## src/rtl/sa_ws_sequencer.sv

```systemverilog
// sa_ws_sequencer: weight-load / skewed-compute sequencer for a weight-stationary systolic array
module sa_ws_sequencer #(
    parameter int ROWS  = 8,
    parameter int COLS  = 8,
    parameter int CNT_W = 16
) (
    input  logic                    CLK,
    input  logic                    RESET,
    input  logic                    start,
    input  logic [CNT_W-1:0]        num_vec,
    input  logic                    skip_wload,
    input  logic                    hold,
    output logic                    busy,
    output logic                    done,
    output logic                    pe_en,
    output logic                    pe_w_en,
    output logic                    wt_rd_en,
    output logic [$clog2(ROWS)-1:0] wt_row_idx,
    output logic                    act_rd_en,
    output logic [CNT_W-1:0]        act_vec_idx,
    output logic [ROWS-1:0]         act_lane_en,
    output logic [COLS-1:0]         out_valid
);
    localparam int TW = CNT_W + 1;
    localparam int RW = $clog2(ROWS);

    typedef enum logic [1:0] {IDLE, LOAD, COMP, DONE} state_t;

    state_t            state_q, state_d;
    logic [TW-1:0]     cnt_q, cnt_d, last_t, nv_x;
    logic [CNT_W-1:0]  nv_q, nv_d;
    logic              stall, comp_go;
    logic              busy_d, done_d, pe_en_d, load_d, act_rd_en_d;
    logic [RW-1:0]     wt_row_idx_d;
    logic [CNT_W-1:0]  act_vec_idx_d;
    logic [ROWS-1:0]   act_lane_en_d;
    logic [COLS-1:0]   out_valid_d;

    // cnt_q is the step shown this cycle; a stall re-shows it as a bubble and resumes with the next step
    assign last_t = {1'b0, nv_q} + TW'(ROWS + COLS - 2);
    assign stall  = hold && (state_q == LOAD || state_q == COMP);
    assign nv_x   = {1'b0, nv_d};

    // next job position
    always_comb begin
        state_d = state_q;
        cnt_d   = cnt_q;
        nv_d    = nv_q;
        case (state_q)
            IDLE: if (start && num_vec != '0) begin
                state_d = skip_wload ? COMP : LOAD;
                cnt_d   = '0;
                nv_d    = num_vec;
            end
            LOAD: if (!hold) begin
                state_d = (cnt_q == TW'(ROWS - 1)) ? COMP : LOAD;
                cnt_d   = (cnt_q == TW'(ROWS - 1)) ? '0 : cnt_q + TW'(1);
            end
            COMP: if (!hold) begin
                state_d = (cnt_q == last_t) ? DONE : COMP;
                cnt_d   = cnt_q + TW'(1);
            end
            default: state_d = IDLE;
        endcase
    end

    // strobes and indices for the step being entered, so every output comes straight from a flop
    always_comb begin
        busy_d        = state_d == LOAD || state_d == COMP;
        done_d        = state_d == DONE;
        pe_en_d       = busy_d && !stall;
        load_d        = state_d == LOAD && !stall;
        comp_go       = state_d == COMP && !stall;
        act_rd_en_d   = comp_go && cnt_d < nv_x;
        wt_row_idx_d  = state_d == LOAD ? RW'(ROWS - 1) - cnt_d[RW-1:0] : (state_d == COMP ? wt_row_idx : '0);
        act_vec_idx_d = state_d == COMP ? (cnt_d < nv_x ? cnt_d[CNT_W-1:0] : act_vec_idx) : '0;
        for (int r = 0; r < ROWS; r++)
            act_lane_en_d[r] = comp_go && cnt_d >= TW'(r) && cnt_d - TW'(r) < nv_x;
        for (int c = 0; c < COLS; c++)
            out_valid_d[c] = comp_go && cnt_d >= TW'(ROWS + c) && cnt_d - TW'(ROWS + c) < nv_x;
    end

    // state, counters and registered outputs
    always_ff @(posedge CLK or negedge RESET) begin
        if (!RESET) begin
            state_q     <= IDLE;
            cnt_q       <= '0;
            nv_q        <= '0;
            busy        <= 1'b0;
            done        <= 1'b0;
            pe_en       <= 1'b0;
            pe_w_en     <= 1'b0;
            wt_rd_en    <= 1'b0;
            wt_row_idx  <= '0;
            act_rd_en   <= 1'b0;
            act_vec_idx <= '0;
            act_lane_en <= '0;
            out_valid   <= '0;
        end else begin
            state_q     <= state_d;
            cnt_q       <= cnt_d;
            nv_q        <= nv_d;
            busy        <= busy_d;
            done        <= done_d;
            pe_en       <= pe_en_d;
            pe_w_en     <= load_d;
            wt_rd_en    <= load_d;
            wt_row_idx  <= wt_row_idx_d;
            act_rd_en   <= act_rd_en_d;
            act_vec_idx <= act_vec_idx_d;
            act_lane_en <= act_lane_en_d;
            out_valid   <= out_valid_d;
        end
    end
endmodule

```

## config.mk

```make
export PLATFORM = sky130hd
export DESIGN_NAME = sa_ws_sequencer
export DESIGN_NICKNAME = d
export VERILOG_FILES = /design/src/rtl/sa_ws_sequencer.sv
export SDC_FILE = /design/constraint.sdc
export NUM_CORES = 1
export LEC_CHECK = 0
export ABC_CLOCK_PERIOD_IN_PS = 5660
export BUFFER_PORTS_ARGS = -buffer_cell sky130_fd_sc_hd__buf_2
export CORE_ASPECT_RATIO = 0.9
export CORE_UTILIZATION = 58
export DETAILED_ROUTE_END_ITERATION = 16
export HOLD_SLACK_MARGIN = 0.05
export PLACE_DENSITY = 0.79
export SETUP_SLACK_MARGIN = 0.05
export SLEW_MARGIN = 20
export SYNTH_ARGS = -nofsm -noshare
export SYNTH_HDL_FRONTEND = slang
export SYNTH_SLANG_ARGS = --single-unit
```

## constraint.sdc

```tcl
create_clock -name CLK -period 5.66 [get_ports CLK]
set_clock_uncertainty 0.2 [all_clocks]
set_input_delay 0.849 -clock CLK [delete_from_list [all_inputs] [get_ports CLK]]
set_output_delay 0.849 -clock CLK [all_outputs]
set_load 0.01 [all_outputs]
```

-- Word-level counts from Yosys, hierarchy flattened
Cells that the tools add are included.
- bits in registers: 75
- word-level logic and storage cells: 132
- add/subtract/negate cells: 18
- $lt $le $gt $ge: 32
- equal/unequal tests: 9
- multiplexer cells: 18
- reduce and logical (&&, ||, !) cells: 43
- operator list (cell ; number):
    17-bit by 16-bit < comparator with 1-bit output ; 16
    17-bit by 4-bit greater-or-equal comparator with 1-bit output (second input constant) ; 8
    17-bit by 4-bit subtractor with 17-bit output (second input constant) ; 8
    17-bit by 3-bit greater-or-equal comparator with 1-bit output (second input constant) ; 4
    17-bit 2-to-1 mux ; 4
    17-bit by 3-bit subtractor with 17-bit output (second input constant) ; 4
    16-bit 2-to-1 mux ; 4
    17-bit one-hot mux with 3 select lines ; 1
    1-bit logical AND ; 38
    17-bit by 1-bit greater-or-equal comparator with 1-bit output (second input constant) ; 2
    17-bit by 2-bit greater-or-equal comparator with 1-bit output (second input constant) ; 2
    17-bit by 2-bit subtractor with 17-bit output (second input constant) ; 2
    16-bit by 4-bit adder with 17-bit output (second input constant) ; 1
    17-bit by 1-bit adder with 17-bit output (second input constant) ; 1
    17-bit == test ; 1
    17-bit by 3-bit == test with 1-bit output (second input constant) ; 1
    17-bit by 1-bit subtractor with 17-bit output (second input constant) ; 1
    16-bit nonzero test ; 1
    2-bit 2-to-1 mux ; 5
    2-bit == test (second input constant) ; 3
    3-bit 2-to-1 mux ; 2
    2-bit one-hot mux with 3 select lines ; 1
    2-bit by 1-bit == test with 1-bit output (second input constant) ; 2
    3-bit subtractor (first input constant) ; 1
    other kinds (6) ; 7

-- Longest topological paths before layout
- depth after elaboration: 9
- gate-level depth with buffers: 23

-- Worst setup path before layout
Ideal clock, no wire load.
- kind: input-to-reg
- from: in num_vec[11]
- to: reg act_lane_en[5]
- setup time: 0.101 ns
- arrival: 5.204 ns
- setup slack: 0.155 ns
- stages: 19
- path through: nor4_1 a41o_1 a21oi_1 a22oi_1 inv_1 buf_1 ha_1 clkbuf_1 nand2_1 o21ai_0 xnor2_1 ha_1 or4_1 a21oi_1 o21ai_0 a211o_1 o211ai_1 a21oi_1 nor4_1
- elaborated cells on any way between the ends: 15
- RTL lines (element ; RTL line ; RTL):
    start: declaration ; 10 ; input logic [CNT_W-1:0] num_vec,
    16-bit nonzero test (*) ; 50 ; IDLE: if (start && num_vec != '0) begin
    1-bit logical AND (*) ; 50 ;
    17-bit 2-to-1 mux (*) ; 50 ;
    17-bit one-hot mux with 3 select lines (*) ; 49 ; case (state_q)
    via cnt_d[3] ; 30 ; logic [TW-1:0] cnt_q, cnt_d, last_t, nv_x;
    17-bit by 3-bit subtractor with 17-bit output / 17-bit by 3-bit greater-or-equal comparator with 1-bit output (equally long branches) ; 78 ; act_lane_en_d[r] = comp_go && cnt_d >= TW'(r) && cnt_d - TW'(r) < nv_x;
    17-bit by 16-bit < comparator with 1-bit output / 1-bit logical AND (equally long branches) ; 78 ;
    1-bit logical AND (*) ; 78 ;
    via act_lane_en_d[5] ; 36 ; logic [ROWS-1:0] act_lane_en_d;
    end signal: assignment ; 111 ; act_lane_en <= act_lane_en_d;
    end: declaration ; 21 ; output logic [ROWS-1:0] act_lane_en,
The timed path passes the listed nets; every way through them passes the cells marked *.
A chain may end at the register's enable or synchronous reset.

-- Final worst setup path
- from: reg cnt_q[0]
- to: reg out_valid[2]
- word-level cells in the longest chain between the ends: 8
- elaborated cells on any way between the ends: 20
- RTL lines (element ; RTL line ; RTL):
    start: declaration ; 30 ;
    start signal: assignment ; 101 ; cnt_q <= cnt_d;
    branches (longest 7 deep; another with 17-bit by 1-bit adder with 17-bit output) ; -- ;
    1-bit logical AND (*) ; 80 ; out_valid_d[c] = comp_go && cnt_d >= TW'(ROWS + c) && cnt_d - TW'(ROWS + c) < nv_x;
    via out_valid_d[2] ; 37 ; logic [COLS-1:0] out_valid_d;
    end signal: assignment ; 112 ; out_valid <= out_valid_d;
    end: declaration ; 22 ; output logic [COLS-1:0] out_valid
Mark *: on every way through the listed nets, which the timed path passes.

==> summary.txt <==
status = finished clean
crit path launch type = flop
commonest cells in the netlist = 247 x ha_1, 164 x xnor2_1, 134 x nor2_1
asr flop ratio synth = 1.00
Top Ports = 62
Power per Cell Area = 453 nW/um^2
# setup viols final = 0
CTS Buffer Depth = 2
max-cap violations = 0
number of global-route vias before repair = 12991
Post-DP HPWL = 40.5 mm
peak supply drop = 0.000305 V
nets = 1932
unrepaired setup endpoints after global routing = true
placed instance area = 13900 um^2
Global Route Usage Sum = 0.499
RD Place Congestion = 1.08
top-count cell post-synth = ha_1
global-route wire length before repair = 80.8 mm
maximum number of pins on one net before global-route repair = 75
Root Buffer = clkbuf_16
Lkg Pwr = 6.87 nW
Starting Density = 0.597
Synth cell types = 83
DRT antenna net count = 0
Net Count, Synth = 1805
DRT Pass-1 Iters = 6
EDFF count, synth = 0
synthesized flop and latch total = 74
DR iter-0 viols = 1718
clk slew on worst S/H paths = 0.07 ns
Avg Cell Area, Syn = 8.14 um^2
Seq/Total Area, Yosys = 0.148
die area = 22200 um^2
worst endpoint required time = 5.74 ns
Slew headroom = 0.431
final core utilization = 0.680
post-route cell area = 14300 um^2
TritonCTS clock tree = done
leading area contributor after synthesis = ha_1
Ys Warns = 0
Vias/cell = 6.89
Crit Path Max Fanout = 9
Max Freq = 184 MHz
crit end category = flop
Fin. Hold Viols = 0
Post-Route WL = 54.5 mm
Tcrit/Tclk final = 0.959
CTS Buf Count = 9
Die Width = 157 um
Via Count = 13477
Worst-Skew Late Latency = 0.35 ns
Core Rows = 50
htree depth = 3
crit path kind = reg -> reg
Synth Instances = 1537
share of cells above drive strength 1 = 0.149
Mapped Area = 12500 um^2
Critical Path AT = 5.51 ns
grt ovf = 0
initial antenna violation count = 0
Remaining DRCs = 0
height of the die = 141 um
antenna diode count = 0
core area = 21000 um^2
Routed wire per std cell = 27.9 um
post-layout min period = 5.43 ns
worst-margin pin slew = 0.853 ns
top cell type's share of synthesized area = 0.247
# clock sinks = 74
Primary FF master, synth = dfrtp_1
port bufs = 61
Worst Hold Class = reg -> reg
Slew Limit Fails = 0
Layout area overhead = 13.9%
synth top area cells = ha_1 25%, dfrtp_1 15%, xnor2_1 11%
## final cells by class
type	count	area, um^2
clock buffers	10	239
clock inverters	6	71.3
fillers	1809	6700
inverters	62	235
multi-input cells	1334	10200
flip-flops and latches	74	1850
well taps	286	358
repair buffers	183	1280
## where the power goes
part           internal (mW)  switching (mW)  leakage [nW]  total, mW
clock network          0.359           0.285         0.146      0.644
logic                   1.97            3.07          5.74       5.03
registers              0.628           0.146         0.987      0.774
total                   2.95            3.50          6.87       6.45
## routing by layer
metal	vias to the layer above	global-route usage	wire length, um
met3	288	0.150	7430
met4	0	0.312	3870
met1	6279	0.636	20700
li1	5843	-	-
met5	-	0	0
met2	1067	0.734	22400
## cells by family after synthesis
| kind of cell | count (synthesis) | share of synthesized area |
|---|---|---|
| and+or+nand+nor | 498 | 0.198 |
| AOI/OAI and AO/OA | 341 | 0.187 |
| adders and majority gates | 248 | 0.248 |
| xor gates and xnor gates | 217 | 0.152 |
| buffers and inverters | 129 | 0.0436 |
| DFF | 74 | 0.148 |
| muxes | 30 | 0.0241 |
## timing repair
action                                  in CTS  in global routing
endpoints found under the setup margin       0                  7
setup buffers                                0                  3
gates resized for setup                      0                  6
hold buffers                                 0                  0
## per-stage QoR
| step | worst slack [ns] | std cells | hold slack, ns | TNS, ns | power (mW) |
|---|---|---|---|---|---|
| 2_1_floorplan | 0.155 | 1537 | 0.319 | 0 | 3.88 |
| 3_3_place_gp | 0.0561 | 1936 | 0.264 | 0 | 5.40 |
| 3_5_place_dp | 0.00748 | 1936 | 0.268 | 0 | 5.56 |
| 4_1_cts | 0.252 | 1952 | 0.284 | 0 | 6.24 |
| 5_1_grt | -0.0273 | 1955 | 0.304 | -0.0273 | 6.92 |
| 6_report | 0.233 | 1955 | 0.280 | 0 | 6.45 |
## path summary, 6_finish.rpt
check / startpoint / endpoint / slack, ns / depth (start not counted)
min: wt_row_idx[0]$_DFFE_PN0P_ / wt_row_idx[0]$_DFFE_PN0P_ / 0.28 / 2
max reg2reg: cnt_q[0]$_DFF_PN0_ / out_valid[2]$_DFF_PN0_ / 0.23 / 16
max in group asynchronous: RESET / act_vec_idx[9]$_DFFE_PN0P_ / 4.41 / 1
min in group asynchronous: RESET / nv_q[13]$_DFF_PN0_ / 0.35 / 1
max: cnt_q[0]$_DFF_PN0_ / out_valid[2]$_DFF_PN0_ / 0.23 / 16
min reg2reg: wt_row_idx[0]$_DFFE_PN0P_ / wt_row_idx[0]$_DFFE_PN0P_ / 0.28 / 2
## critical path, cell delays in order (launching register included)
cell       delay (ns)
dfrtp_1          0.47
ha_1             0.30
nor4b_2          0.30
nand4_2          0.30
o22ai_4          0.31
o221a_4          0.30
inv_4            0.11
nor2_1           0.59
nand2_1          0.38
nor2_1           0.33
xor2_1           0.20
ha_1             0.26
a211o_1          0.29
a2111oi_0        0.33
o21ai_0          0.17
a311oi_1         0.29
o211a_1          0.23
## sequential cells by signal, summed over array words and instances (netlist names)
signal       flops
cnt_q           17
state_q          2
wt_row_idx       3
act_lane_en      8
out_valid        8
busy             1
act_vec_idx     16
done             1
nv_q            16
wt_rd_en         1
pe_en            1
## placed cells by master (no fill, tap or decap), types with 16 or more instances in the layout
master / Yosys / layout
a211oi_1: 35 / 35
a21o_1: 37 / 37
a21oi_1: 73 / 70
a31oi_1: 25 / 25
buf_2: 15 / 60
buf_4: 3 / 118
dfrtp_1: 74 / 74
ha_1: 247 / 246
inv_1: 57 / 57
mux2i_1: 29 / 17
nand2_1: 124 / 124
nand3_1: 54 / 54
nand4_1: 32 / 32
nor2_1: 134 / 134
nor2b_1: 27 / 26
nor3_1: 35 / 34
nor4_1: 16 / 16
o21ai_0: 58 / 57
xnor2_1: 164 / 164
xor2_1: 53 / 53
Power figures use the tool's default switching activity.
